## src/rtl/sprite_pkg.sv

```systemverilog
// Shared opcodes, screen geometry and sprite sizes for the controller and the sprite plotter.
package sprite_pkg;

  localparam logic [2:0] OP_NOP        = 3'd0;
  localparam logic [2:0] OP_ERASE_BIRD = 3'd1;
  localparam logic [2:0] OP_DRAW_BIRD  = 3'd2;
  localparam logic [2:0] OP_ERASE_WALL = 3'd3;
  localparam logic [2:0] OP_DRAW_WALL  = 3'd4;

  localparam int SCREEN_W_DEF = 160;
  localparam int SCREEN_H_DEF = 120;
  localparam int BIRD_X_DEF   = 20;
  localparam int BIRD_W_DEF   = 4;
  localparam int BIRD_H_DEF   = 4;
  localparam int WALL_W_DEF   = 8;
  localparam int GAP_H_DEF    = 32;
  localparam logic [2:0] BG_COLOUR_DEF = 3'b000;

  typedef enum logic [1:0] {ST_IDLE, ST_LOAD, ST_SCAN, ST_DONE} plot_state_t;

  function automatic logic op_is_bird(input logic [2:0] op);
    return (op == OP_ERASE_BIRD) || (op == OP_DRAW_BIRD);
  endfunction

  function automatic logic op_is_wall(input logic [2:0] op);
    return (op == OP_ERASE_WALL) || (op == OP_DRAW_WALL);
  endfunction

endpackage

```

## src/rtl/sprite_plotter_rect_scanner.sv

```systemverilog
// Row-major dx/dy walker over a w x h box; exposes the coordinates the counters take next.
module rect_scanner (
  input  logic       clk,
  input  logic       start,
  input  logic       step,
  input  logic [7:0] w,
  input  logic [7:0] h,
  output logic [7:0] nxt_dx,
  output logic [7:0] nxt_dy,
  output logic       last
);

  logic [7:0] dx;
  logic [7:0] dy;

  assign last = (dx == w - 8'd1) && (dy == h - 8'd1);

  always_comb begin
    nxt_dx = dx;
    nxt_dy = dy;
    if (start) begin
      nxt_dx = 8'd0;
      nxt_dy = 8'd0;
    end else if (step) begin
      if (dx == w - 8'd1) begin
        nxt_dx = 8'd0;
        nxt_dy = dy + 8'd1;
      end else begin
        nxt_dx = dx + 8'd1;
      end
    end
  end

  always_ff @(posedge clk) begin
    dx <= nxt_dx;
    dy <= nxt_dy;
  end

endmodule

```

## src/rtl/sprite_plotter.sv

```systemverilog
// Executes erase/draw commands for the bird and wall sprites, one VGA pixel per clock,
// and tracks bird collisions against the last drawn wall and the ground.
module sprite_plotter
  import sprite_pkg::*;
#(
  parameter int SCREEN_W = SCREEN_W_DEF,
  parameter int SCREEN_H = SCREEN_H_DEF,
  parameter int BIRD_X   = BIRD_X_DEF,
  parameter int BIRD_W   = BIRD_W_DEF,
  parameter int BIRD_H   = BIRD_H_DEF,
  parameter int WALL_W   = WALL_W_DEF,
  parameter int GAP_H    = GAP_H_DEF,
  parameter logic [2:0] BG_COLOUR = BG_COLOUR_DEF
) (
  input  logic       clk,
  input  logic       reset,
  input  logic       cmd_valid,
  output logic       cmd_ready,
  input  logic [2:0] cmd_op,
  input  logic [6:0] bird_y,
  input  logic [7:0] wall_x,
  input  logic [6:0] gap_y,
  input  logic [2:0] colour_in,
  output logic [7:0] x,
  output logic [6:0] y,
  output logic [2:0] colour,
  output logic       plot,
  output logic       done,
  output logic       collision
);

  localparam logic [8:0] SW9  = 9'(SCREEN_W);
  localparam logic [8:0] SH9  = 9'(SCREEN_H);
  localparam logic [8:0] BX9  = 9'(BIRD_X);
  localparam logic [8:0] BW9  = 9'(BIRD_W);
  localparam logic [8:0] BH9  = 9'(BIRD_H);
  localparam logic [8:0] WW9  = 9'(WALL_W);
  localparam logic [8:0] GH9  = 9'(GAP_H);

  plot_state_t state, next_state;

  logic [2:0] op_l;
  logic [6:0] bird_y_l;
  logic [7:0] wall_x_l;
  logic [6:0] gap_y_l;
  logic [2:0] colour_l;

  logic       wall_valid;
  logic [7:0] wall_x_g;
  logic [6:0] gap_y_g;

  logic       is_bird, is_wall, is_draw;
  logic [8:0] base_x, base_y, gap_lo, gap_hi;
  logic [7:0] box_w, box_h;
  logic [2:0] scan_colour;
  logic [7:0] nxt_dx, nxt_dy;
  logic       last;
  logic [8:0] px, py;
  logic       px_plot;
  logic       accept;
  logic       ground_hit, wall_hit;

  assign cmd_ready = (state == ST_IDLE);
  assign accept    = cmd_ready && cmd_valid;

  assign is_bird = op_is_bird(op_l);
  assign is_wall = op_is_wall(op_l);
  assign is_draw = (op_l == OP_DRAW_BIRD) || (op_l == OP_DRAW_WALL);

  assign base_x      = is_bird ? BX9 : {1'b0, wall_x_l};
  assign base_y      = is_bird ? {2'b0, bird_y_l} : 9'd0;
  assign box_w       = is_bird ? BW9[7:0] : WW9[7:0];
  assign box_h       = is_bird ? BH9[7:0] : SH9[7:0];
  assign scan_colour = is_draw ? colour_l : BG_COLOUR;

  rect_scanner u_scan (
    .clk    (clk),
    .start  (state == ST_LOAD),
    .step   (state == ST_SCAN),
    .w      (box_w),
    .h      (box_h),
    .nxt_dx (nxt_dx),
    .nxt_dy (nxt_dy),
    .last   (last)
  );

  // Pixel presented in the coming cycle: clip to the screen and cut out the wall opening.
  assign gap_lo  = {2'b0, gap_y_l};
  assign gap_hi  = gap_lo + GH9 - 9'd1;
  assign px      = base_x + {1'b0, nxt_dx};
  assign py      = base_y + {1'b0, nxt_dy};
  assign px_plot = (px < SW9) && (py < SH9) && !(is_wall && (py >= gap_lo) && (py <= gap_hi));

  // Collision terms use the bird latched with this command and the stored wall geometry.
  assign ground_hit = ({2'b0, bird_y_l} + BH9 - 9'd1) >= SH9;
  assign wall_hit   = wall_valid
                   && ({1'b0, wall_x_g} <= BX9 + BW9 - 9'd1)
                   && (BX9 <= {1'b0, wall_x_g} + WW9 - 9'd1)
                   && !(({2'b0, bird_y_l} >= {2'b0, gap_y_g})
                        && ({2'b0, bird_y_l} + BH9 - 9'd1 <= {2'b0, gap_y_g} + GH9 - 9'd1));

  always_comb begin
    next_state = state;
    unique case (state)
      ST_IDLE: if (cmd_valid) next_state = (op_is_bird(cmd_op) || op_is_wall(cmd_op)) ? ST_LOAD : ST_DONE;
      ST_LOAD: next_state = ST_SCAN;
      ST_SCAN: if (last) next_state = ST_DONE;
      ST_DONE: next_state = ST_IDLE;
      default: next_state = ST_IDLE;
    endcase
  end

  always_ff @(posedge clk) begin
    if (reset) state <= ST_IDLE;
    else       state <= next_state;
  end

  always_ff @(posedge clk) begin
    if (accept) begin
      op_l     <= cmd_op;
      bird_y_l <= bird_y;
      wall_x_l <= wall_x;
      gap_y_l  <= gap_y;
      colour_l <= colour_in;
    end
  end

  always_ff @(posedge clk) begin
    if (reset) begin
      wall_valid <= 1'b0;
      wall_x_g   <= 8'd0;
      gap_y_g    <= 7'd0;
      collision  <= 1'b0;
    end else if (state == ST_LOAD) begin
      if (op_l == OP_DRAW_WALL) begin
        wall_valid <= 1'b1;
        wall_x_g   <= wall_x_l;
        gap_y_g    <= gap_y_l;
      end
      if ((op_l == OP_DRAW_BIRD) && (ground_hit || wall_hit)) collision <= 1'b1;
    end
  end

  // Output register stage: VGA write port and completion pulse.
  always_ff @(posedge clk) begin
    if (reset) begin
      x      <= 8'd0;
      y      <= 7'd0;
      colour <= 3'd0;
      plot   <= 1'b0;
      done   <= 1'b0;
    end else begin
      done <= (next_state == ST_DONE);
      if (next_state == ST_SCAN) begin
        x      <= px[7:0];
        y      <= py[6:0];
        colour <= scan_colour;
        plot   <= px_plot;
      end else begin
        plot   <= 1'b0;
      end
    end
  end

endmodule

```

## config.mk

```make
export PLATFORM = sky130hd
export DESIGN_NAME = sprite_plotter
export DESIGN_NICKNAME = d
export VERILOG_FILES = /design/src/rtl/sprite_pkg.sv /design/src/rtl/sprite_plotter_rect_scanner.sv /design/src/rtl/sprite_plotter.sv
export SDC_FILE = /design/constraint.sdc
export NUM_CORES = 1
export LEC_CHECK = 0
export CAP_MARGIN = 5
export CORE_UTILIZATION = 42
export DETAILED_ROUTE_END_ITERATION = 10
export GPL_ROUTABILITY_DRIVEN = 0
export SLEW_MARGIN = 20
export SYNTH_ARGS = -nofsm -noshare
export SYNTH_HDL_FRONTEND = slang
export SYNTH_HIERARCHICAL = 1
export SYNTH_SLANG_ARGS = --single-unit
```

## constraint.sdc

```tcl
create_clock -name clk -period 13.05 [get_ports clk]
set_clock_uncertainty 0.2 [all_clocks]
set_input_delay 3.2625 -clock clk [delete_from_list [all_inputs] [get_ports clk]]
set_output_delay 3.2625 -clock clk [all_outputs]
set_load 0.05 [all_outputs]
```

# Word-level counts from Yosys, hierarchy flattened
# Cells that the tools add are included.
# word_totals
register_bits	83
inputBits	31
# classes
n_addsub	14
magnitude_cmp	9
eq_ne	15
muxes	15
bitwise_logic	1
reduce_logical	24
# ops
op	n
$mux W8	7
$sub A8 B1 Y9 const B	3
$le A9 B9 Y1	2
$add A7 B6 Y8 const B	2
$add A8 B1 Y8 const B	2
$eq A8 B8 Y1	2
$mux W7	2
$eq A3 B2 Y1 const B	4
$logic_and A1 B1 Y1	11
$add A7 B8 Y9	1
$add A8 B4 Y9 const B	1
$add A8 B8 Y9	1
$ge A9 B7 Y1	1
$ge A9 B7 Y1 const B	1
$le A5 B9 Y1 const A	1
$lt A9 B7 Y1 const B	1
$lt A9 B8 Y1 const B	1
$sub A9 B1 Y9 const B	1
$add A7 B3 Y8 const B	1
$eq A2 B2 Y1 const B	4
$le A8 B5 Y1 const B	1
$pmux W2 S4	1
$sub A7 B1 Y8 const B	1
$ge A7 B7 Y1	1
other kinds (13)	25

# Logic depth before layout (Yosys ltp)
# Gate-level depths: netlist (run 1).
# depth
word_depth	14
mapped_depth	22

# By module
# Netlist (run 1), hierarchy kept.
# modules_own_cells
mod	n_inst	cells_each	area_per_inst_um2
sprite_plotter	1	452	4182.8
rect_scanner	1	158	1380.1

# Least setup slack after synthesis (run 1)
# OpenSTA, ideal clock, no wires.
# synth_timing
path_type	flip-flop to flip-flop
start	register op_l[0]
end	register plot
setup_time_ns	0.137
arrival_time_ns	5.208
path_slack_ns	7.505
stages_incl_launch_ff	22
synth_period_minus_slack_ns	5.545
cell_sequence	edfxtp_1 > xnor2_1 > nor2_1 > clkbuf_1 > nor3_4 > a221oi_1 > a311oi_4 > a211oi_1 > mux2_2 > ha_1 > fa_1 > a211oi_1 > o21bai_1 > a21oi_1 > xnor2_1 > ha_1 > nand4_1 > or2_2 > a211oi_1 > o21ai_0 > o2111ai_1 > a221oi_2
# synth_between
word_cells_on_any_way	37
# synth_rtl
element	line_no	text
start: declaration	sprite_plotter.sv:42	logic [2:0] op_l;
start signal: assignment	sprite_plotter.sv:120	op_l <= cmd_op;
$eq A3 B1 Y1 or $eq A3 B2 Y1 (tied branches)	sprite_pkg.sv:22	return (op == OP_ERASE_BIRD) || (op == OP_DRAW_BIRD);
$logic_or A1 B1 Y1 *	sprite_pkg.sv:22	
$mux W7 *	sprite_plotter.sv:73	assign box_h = is_bird ? BH9[7:0] : SH9[7:0];
via box_h[2]	sprite_plotter.sv:54	logic [7:0] box_w, box_h;
$sub A7 B1 Y8 *	sprite_plotter_rect_scanner.sv:16	assign last = (dx == w - 8'd1) && (dy == h - 8'd1);
$eq A8 B8 Y1 *	sprite_plotter_rect_scanner.sv:16	
$logic_and A1 B1 Y1 *	sprite_plotter_rect_scanner.sv:16	
$mux W2 *	sprite_plotter.sv:107	ST_SCAN: if (last) next_state = ST_DONE;
$pmux W2 S4 *	sprite_plotter.sv:104	unique case (state)
$eq A2 B2 Y1 *	sprite_plotter.sv:154	if (next_state == ST_SCAN) begin
$not A1 Y1 (no line) *	--	
$reduce_or A2 Y1 (no line) *	--	
end signal: assignment	sprite_plotter.sv:158	plot <= px_plot;
end: declaration	sprite_plotter.sv:27	output logic plot,
# The timed path passes the listed nets; every way through them passes the cells marked *.
# A chain may end at the register's enable or synchronous reset.

# Worst setup path after layout (run 1)
# Same ends and word-level chain as after synthesis.

==> results by group, run 1 <==
Clocking
  • Clock transition at path regs: 0.06 ns
  • CTS Root Cell: clkbuf_16
  • CTS buffer count: 9
  • CTS HTree Levels: 3
  • Post-CTS sizing: 0
  • CTS hold repair buffers: 0
  • CTS tree: built
  • Clk buf depth: 2
  • Setup repair bufs after CTS: 0
  • Clock Sinks: 83
  • Clk Latency, worst-skew pair: 0.34 ns

Place
  • PortBufs: 52
  • Place WS: 6.905 ns
  • Hpwl dp: 10,010 µm
  • Placed cell area: 6354 µm²

STA
  • Setup TNS Final: 0 ns
  • Final-report hold violation count: 0
  • Max-slew headroom: 40.20%
  • Max Freq: 0.1602 GHz
  • Period utilization: 47.84%
  • Worst-margin pin slew: 0.8970 ns
  • RSZ-0062 raised after global routing: false
  • Minimum clock period after layout: 6.244 ns
  • Min Hold Slack: 0.2586 ns
  • Pins Over Slew Limit: 0
  • Final WS setup: 6.806 ns
  • # setup viols final: 0

Yosys
  • Post-synth EDFFs: 28
  • #FFs+latches synth: 83
  • Yosys cell types: 69
  • Sequential fraction of the synthesis area: 34.91%
  • Ys async rst share: 0%
  • Synth Warn #: 6
  • Post-synth top flop: dfxtp_1
  • Cell Area, Synth: 5563 µm²
  • Mapped Avg Cell Area: 9.119 µm²
  • Syn Inst Count: 610

Setup path
  • R2R Setup Slk: 6.81 ns
  • Startpoint types: flop
  • CP Data Arrival Time: 6.24 ns
  • CP required: 13.05 ns
  • Crit Path Max Fanout: 24
  • Endpoint type of the worst setup path: flop
  • Worst setup path class: reg2reg
  • Cells on worst reg2reg path: 22

Run
  • Max Cap Viol: 0

Detailed routing
  • Number of remaining DRC errors: 0
  • Vias/cell: 5.282
  • DRT Pass-1 Iters: 4
  • ANT nets after route: 0
  • Detailed-route wire length per cell: 14.97 µm
  • DR vias: 4,553
  • Final wirelength: 12,900 µm
  • Initial DRC count: 187

Final layout
  • NumNets Final: 775
  • Post-route cell area: 6676 µm²
  • Layout cell share with drive strength beyond 1: 6.232%
  • Most frequent cells in the layout: 57 x nand2_1, 57 x ha_1, 55 x dfxtp_1
  • Area delta synth->final: 20.02%
  • FILL cells: 1,213
  • N_diodes: 0

Pwr
  • VDD IR-drop max: 0.08556 mV
  • PwrDens: 141.9 nW/µm²
  • Pleak: 2.641 nW
  • Total chip power: 0.0009477 W

Floorplanning
  • Die Area: 13,710 µm²
  • Initial Util: 43.55%
  • IO Pins: 53
  • Die Ht: 117.1 µm
  • Die Width: 117.1 µm
  • Core area: 12,770 µm²
  • FP Rows: 41

Global route
  • Gr ovfl total: 0
  • Met2 Track Usage GR: 34.16%
  • First-pass GRT wire length: 20,980 µm
  • Largest net degree at the start of global routing: 43
  • GRT Resource Usage Total: 20.19%
  • Gr busiest metal: met2
  • Met1 usage: 25.92%
  • Met3 Use GR: 3.141%
  • Initial antenna violation count: 0
  • Vias in the first global route: 4,391

Worst hold path
  • Hold path depth: 2
  • Hold Crit Class: reg2reg

Run status
  • Outcome: completed
flip-flops by register name, summed over array words and instances (netlist names):
signal	flops
y	7
plot	1
done	1
u_scan/dx	8
bird_y_l	7
u_scan/dy	8
wall_valid	1
state	2
x	8
collision	1
gap_y_l	7
wall_x_l	8
op_l	3
colour	3
wall_x_g	8
gap_y_g	7
colour_l	3
Yosys cell counts (17+ instances only):
cell type,count,area [µm²]
nor2b_1,19,118.9
inv_1,36,135.1
nand2_1,57,214.0
nor3_1,22,110.1
ha_1,57,713.2
dfxtp_1,55,1101
edfxtp_1,28,840.8
nor2_1,55,206.5
xor2_1,17,148.9
xnor2_1,33,289.0
o21ai_0,20,100.1
a21oi_1,37,185.2
cell type report:
| cell class | instances | area, µm² | share of cell area, % |
|---|---|---|---|
| repair buffers | 56 | 550.5 | 8.246 |
| clock inverters | 4 | 73.82 | 1.106 |
| multi-input cells | 499 | 3513 | 52.62 |
| flip-flops and latches | 83 | 1942 | 29.09 |
| well taps | 172 | 215.2 | 3.223 |
| clock buffers | 12 | 246.5 | 3.692 |
| inverters | 36 | 135.1 | 2.024 |
metal layers:
metal  vias up  wire [µm]
met5         -          0
met4         0        245
met3        20        349
met2        70       6125
met1      2131       6182
li1       2332          -
worst max-delay path, stage by stage (launching register included):
cell and delay [ns]:
edfxtp_1 0.43, xnor2_1 0.15, nor2_1 0.09, buf_4 0.28
inv_1 0.34, nor3_1 0.32, and4_1 0.22, o211ai_1 0.31
a211oi_1 0.51, mux2_2 0.41, ha_1 0.24, fa_1 0.43
a211oi_1 0.36, o21bai_1 0.12, a21oi_1 0.18, xnor2_1 0.15
ha_1 0.36, nand4_1 0.08, or2_2 0.31, a211oi_1 0.23
o21ai_0 0.12, o2111ai_1 0.23, a221oi_2 0.05
report_power, final:
group          internal [W]  switching, W
Sequential         0.000302     0.0000281
Combinational      0.000138      0.000205
Clock              0.000173      0.000101
Total              0.000614      0.000334
stage by stage:
step | instances | util (%)
2_1_floorplan | 634 | -
3_3_place_gp | 846 | 49.74
3_5_place_dp | 846 | 49.74
4_1_cts | 862 | 52.25
5_1_grt | 862 | 52.27
6_report | 862 | 52.27
path summary, 6_finish.rpt:
check | from | endpoint
worst max-delay path | op_l[0] | plot
worst min-delay path | wall_x_g[5] | wall_x_g[5]
worst max register to register | op_l[0] | plot
worst min register to register | wall_x_g[5] | wall_x_g[5]
logic make-up (layout without fill, tap and decap cells):
logic type / Yosys count / count (layout) / synth area share [%]
mux: 19 / 19 / 3.599
other cells: 1 / 25 / 0.06741
fa+ha+maj: 59 / 59 / 13.54
compound gates: 124 / 124 / 16.31
flops: 83 / 83 / 34.91
simple gates: 222 / 222 / 20.04
buf+inv: 52 / 108 / 3.666
xor+xnor: 50 / 50 / 7.872
Note: power is estimated with default switching activity, not from simulation.
==> inputs of run 2 (changes only) <==
clock period = 6 ns   (was 13.05 ns; I/O delays follow)
==> run 2 against run 1 <==
Net effect: critical path depth decreased by 1; via count down 0.35%; cell area rose by 0.52%; critical path type unchanged; worst hold slack better by 0.00081 ns; wire length increased by 1.6%; register-to-register slack worse by 6.4 ns; clock power increased by 110%; power up 120%; sequential power grew 120%.
==> results by group, run 2 (synthesis results as in run 1) <==
Clocking
  • CTS HTree Levels: 3
  • CTS hold repair buffers: 0
  • CTS tree: built
  • Clk buf depth: 2
  • CTS Root Cell: clkbuf_16
  • Clk Latency, worst-skew pair: 0.34 ns
  • CTS buffer count: 9
  • Clock transition at path regs: 0.06 ns
  • Clock Sinks: 83

Setup path
  • Crit Path Max Fanout: 23
  • Worst setup path class: reg2reg
  • CP required: 6.00 ns
  • Worst setup path startpoint: op_l[1]
  • Startpoint types: flop
  • R2R Setup Slk: 0.45 ns
  • Worst R2R Start: op_l[1]
  • Endpoint type of the worst setup path: flop
  • CP Data Arrival Time: 5.56 ns

Pwr
  • PwrDens: 306.3 nW/µm²
  • Comb power frac: 36.8%
  • Sw Pwr: 0.0007441 W
  • Flop pwr share: 35.1%
  • Pleak: 2.658 nW
  • Total chip power: 0.002056 W
  • Switch share: 36.20%
  • P_int: 0.001311 W
  • Clock power frac: 28.1%
  • VDD IR-drop max: 0.1697 mV

Floorplanning
  • Die Ht: 117.1 µm
  • Die Area: 13,710 µm²
  • IO Pins: 53
  • FP Rows: 41
  • Die Width: 117.1 µm
  • Core area: 12,770 µm²
  • Initial Util: 43.55%

Detailed routing
  • ANT nets after route: 0
  • DRT Pass-1 Iters: 4
  • DR vias: 4,537
  • Vias/cell: 5.239
  • Initial DRC count: 223
  • Final wirelength: 13,110 µm
  • Detailed-route wire length per cell: 15.14 µm
  • Number of remaining DRC errors: 0

Worst hold path
  • Hold Crit Start: wall_x_g[6]
  • Hold Crit Class: reg2reg

STA
  • Minimum clock period after layout: 5.554 ns
  • Period utilization: 92.57%
  • Final-report hold violation count: 0
  • Max-slew headroom: 37.59%
  • RSZ-0062 raised after global routing: false
  • # setup viols final: 0
  • Pins Over Slew Limit: 0
  • Worst-margin pin slew: 0.9232 ns
  • Max Freq: 0.1800 GHz
  • Setup TNS Final: 0 ns

Final layout
  • Non-filler instance count after layout: 866
  • Layout cell share with drive strength beyond 1: 7.205%
  • Most frequent cells in the layout: 57 x nand2_1, 57 x ha_1, 55 x dfxtp_1
  • FF+latch area: 1942 µm²
  • NumNets Final: 779
  • N_diodes: 0
  • Footprint of the multi-input gates: 3525 µm²
  • FILL cells: 1,190
  • Area delta synth->final: 20.65%

Global route
  • Vias in the first global route: 4,422
  • GRT Resource Usage Total: 20.84%
  • Initial antenna violation count: 1
  • Gr ovfl total: 0
  • First-pass GRT wire length: 21,630 µm
  • Largest net degree at the start of global routing: 43

Place
  • Inst Count DP: 849
  • Hpwl dp: 10,080 µm
  • PortBufs: 52

Run
  • Max Cap Viol: 0

Run status
  • Outcome: completed
## run 2: cell types whose count changed in the layout (fill, tap and decap cells not counted)
cell       change
bufinv_16      -1
clkinv_4       +2
a221oi_2       +1
clkinv_2       +1
a211oi_1       -1
clkbuf_16      +1
buf_4          +4
a221oi_1       -1
inv_4          -1
clkbuf_1       -1
a211oi_2       +1
clkbuf_8       -1
## run 2: layout make-up
class                      instances  area share [%]
tap                              172           3.207
timing repair buffer              60           8.650
inverter                          36           2.013
clock inverter                     5          0.8949
clock buffer                      11           3.784
sequential                        83           28.93
multi-input combinational        499           52.52
## run 2: path summary, 6_finish.rpt
| kind | endpoint | depth (start not counted) |
|---|---|---|
| worst max register to register | plot | 21 |
| worst max-delay path | plot | 21 |
| worst min-delay path | wall_x_g[6] | 2 |
| worst min register to register | wall_x_g[6] | 2 |
## run 2: power groups by stage
stage	logic [W]	clock network [W]	registers, W
floorplan	0.000473	0	0.000788
global placement	0.000736	0	0.000732
detailed placement	0.000751	0	0.000733
CTS	0.000757	0.000596	0.000721
global route	0.000836	0.000618	0.000728
finish	0.000757	0.000578	0.000721
## run 2: routing by layer
metal | vias up | wire length [µm] | global-route usage, %
li1 | 2335 | - | -
met1 | 2103 | 6379 | 27.66
met2 | 80 | 5956 | 33.53
met3 | 19 | 440 | 3.862
met4 | 0 | 333 | 8.354
met5 | - | 0 | 0
## run 2: worst max-delay path: stages, from the launching register on
cell       delay, ns
edfxtp_1        0.43
xnor2_1         0.19
nor2_1          0.08
buf_4           0.21
or4bb_1         0.51
nor2_1          0.19
o31ai_1         0.13
a211oi_2        0.25
mux2_2          0.39
ha_1            0.24
fa_1            0.44
a211oi_1        0.35
o21bai_1        0.12
a21oi_1         0.18
xnor2_1         0.15
ha_1            0.35
nand4_1         0.07
or2_2           0.31
a211oi_1        0.21
o21ai_0         0.12
o2111ai_1       0.23
a221oi_2        0.06
## run 2: repair_timing
action                     4_1_cts  5_1_grt
gates resized for setup          0        2
setup endpoints to repair        0        1
setup buffers                    0        1
hold endpoints to repair         0        0
## run 2: stage by stage
stage / setup slack [ns] / instance area (µm²) / hold WS, ns / utilization [%]
floorplan: 0.4549 / 5653 / 0.2320 / -
global placement: 0.4660 / 6376 / 0.2489 / 49.92
detailed placement: 0.3117 / 6376 / 0.2514 / 49.92
CTS: 0.2667 / 6690 / 0.2596 / 52.38
global route: 0.06096 / 6711 / 0.2787 / 52.54
finish: 0.4457 / 6711 / 0.2594 / 52.54
==> inputs of run 3 (changes only) <==
CORE_UTILIZATION = 45   (was 42)
PLACE_DENSITY = 0.65   (was default)
==> run 3 against run 2 <==
Net effect: via count fell by 0.20%; die area fell by 6.6%; final cell count fell by 2.5%; sequential power barely moved.
==> results by group, run 3 (synthesis results as in run 1) <==
Run status
  • Outcome: completed

Detailed routing
  • Number of remaining DRC errors: 0
  • DR vias: 4,528
  • Initial DRC count: 208
  • Detailed-route wire length per cell: 15.23 µm
  • Final wirelength: 12,860 µm
  • DRT Pass-1 Iters: 4
  • ANT nets after route: 0
  • Vias/cell: 5.365

Clocking
  • Clock transition at path regs: 0.06 ns
  • CTS buffer count: 9
  • Clk buf depth: 2
  • CTS tree: built
  • CTS HTree Levels: 3
  • Clock Sinks: 83
  • CTS Root Cell: clkbuf_16
  • CTS hold repair buffers: 0
  • Clk Latency, worst-skew pair: 0.34 ns

Final layout
  • Most frequent cells in the layout: 57 x nand2_1, 57 x ha_1, 55 x dfxtp_1
  • FILL cells: 1,067
  • Layout cell share with drive strength beyond 1: 7.461%
  • N_diodes: 0
  • Footprint of the multi-input gates: 3521 µm²
  • Area delta synth->final: 20.11%
  • NumNets Final: 782
  • Post-route cell area: 6681 µm²
  • FF+latch area: 1942 µm²

Setup path
  • Worst setup path startpoint: op_l[0]
  • Cells on worst reg2reg path: 22
  • CP cell instances: xnor2_1, nor2_1, buf_4, inv_1, or4bb_1, nor2_1, o31ai_1, a211oi_2, mux2_2, ha_1, fa_1, a211oi_1, o21bai_1, a21oi_1, xnor2_1, ha_1, nand4_1, or2_2, a211oi_1, o21ai_0, o2111ai_1, a221oi_2
  • CP required: 6.00 ns
  • Startpoint types: flop
  • Crit Path Max Fanout: 9
  • Endpoint type of the worst setup path: flop
  • Reg-to-reg critical path endpoint: plot
  • Setup crit end: plot
  • CP Data Arrival Time: 5.64 ns
  • R2R Setup Slk: 0.36 ns
  • CP max stage delay: 0.50 ns
  • Worst setup path class: reg2reg
  • Cell with the largest stage delay on the worst path: or4bb_1
  • Worst R2R Start: op_l[0]

Floorplanning
  • Die Ht: 113.2 µm
  • FP Rows: 40
  • Initial Util: 46.31%
  • Die Area: 12,810 µm²
  • Core area: 12,010 µm²
  • IO Pins: 53
  • Die Width: 113.2 µm

Global route
  • First-pass GRT wire length: 21,280 µm
  • GRT Resource Usage Total: 21.40%
  • Initial antenna violation count: 0
  • Gr ovfl total: 0
  • Vias in the first global route: 4,455
  • Largest net degree at the start of global routing: 29

Pwr
  • Total chip power: 0.002027 W
  • VDD IR-drop max: 0.1771 mV
  • PwrDens: 303.4 nW/µm²
  • Pleak: 2.658 nW

STA
  • Final-report hold violation count: 0
  • Setup TNS Final: 0 ns
  • Max-slew headroom: 38.94%
  • Worst-margin pin slew: 0.9032 ns
  • Period utilization: 93.96%
  • Minimum clock period after layout: 5.638 ns
  • Pins Over Slew Limit: 0
  • RSZ-0062 raised after global routing: false
  • Max Freq: 0.1774 GHz
  • # setup viols final: 0

Run
  • Max Cap Viol: 0

Worst hold path
  • Hold Crit Class: reg2reg

Place
  • Hpwl dp: 10,040 µm
  • PortBufs: 52
  • Placed cell area: 6352 µm²
## run 3: changes by cell type in the layout (fill, tap and decap cells not counted)
cell / previous run / this run
a221oi_1: 1 / 2
a221oi_2: 2 / 1
buf_4: 8 / 11
clkbuf_1: 1 / 2
clkbuf_16: 10 / 9
clkbuf_8: 0 / 1
clkinv_4: 2 / 0
clkinvlp_4: 1 / 2
nor2_1: 54 / 53
nor2_2: 1 / 2
## run 3: repair_timing
item,CTS,global route
gates resized for setup,0,2
setup endpoints to repair,0,1
buffers inserted,0,3
## run 3: stage by stage
stage               hold WS (ns)  utilization [%]  setup WS, ns  cells
floorplan                 0.2320                -        0.4549    634
global placement          0.2468            52.89        0.4548    825
detailed placement        0.2542            52.89        0.2682    825
CTS                       0.2624            55.35        0.2523    841
global route              0.2819            55.63       0.04985    844
finish                    0.2635            55.63        0.3622    844
## run 3: power breakdown
| part | switching [W] | internal [W] |
|---|---|---|
| Sequential | 0.0000619 | 0.000657 |
| Combinational | 0.000447 | 0.000309 |
| Clock | 0.000219 | 0.000333 |
| Total | 0.000728 | 0.00130 |
## run 3: worst min-delay path by stage
stage	from	to	slack, ns	cells past startpoint
6_report	wall_x_g[5]	wall_x_g[5]	0.26	2
5_1_grt	wall_x_g[5]	wall_x_g[5]	0.28	2
2_1_floorplan	wall_valid	wall_valid	0.23	2
4_1_cts	wall_x_g[5]	wall_x_g[5]	0.26	2
3_5_place_dp	wall_x_g[5]	wall_x_g[5]	0.25	2
3_3_place_gp	wall_x_g[7]	wall_x_g[7]	0.25	2
## run 3: layout make-up
| cell class | count | share of cell area [%] |
|---|---|---|
| repair buffers | 63 | 9.026 |
| inverters | 36 | 2.022 |
| clock buffers | 12 | 3.689 |
| flip-flops and latches | 83 | 29.06 |
| multi-input cells | 499 | 52.70 |
| clock inverters | 4 | 0.7491 |
| well taps | 147 | 2.753 |
## run 3: worst max-delay path, delay by kind of cell, from the launching register on
kind / cells / cell delay [ns]
DFF: 1 / 0.44
and+or+nand+nor: 5 / 1.19
muxes: 1 / 0.38
AOI/OAI and AO/OA: 9 / 1.67
adders and majority gates: 3 / 1.02
buffers and inverters: 2 / 0.31
xor gates and xnor gates: 2 / 0.30
## run 3: layer usage
metal  GRT usage, %  vias up  part of all wire (%)
met5              0        -                     0
met4          11.23        0                   2.4
met3          2.678       18                   2.6
met2          34.89       55                    46
met1          27.79     2124                    49
li1               -     2331                     -
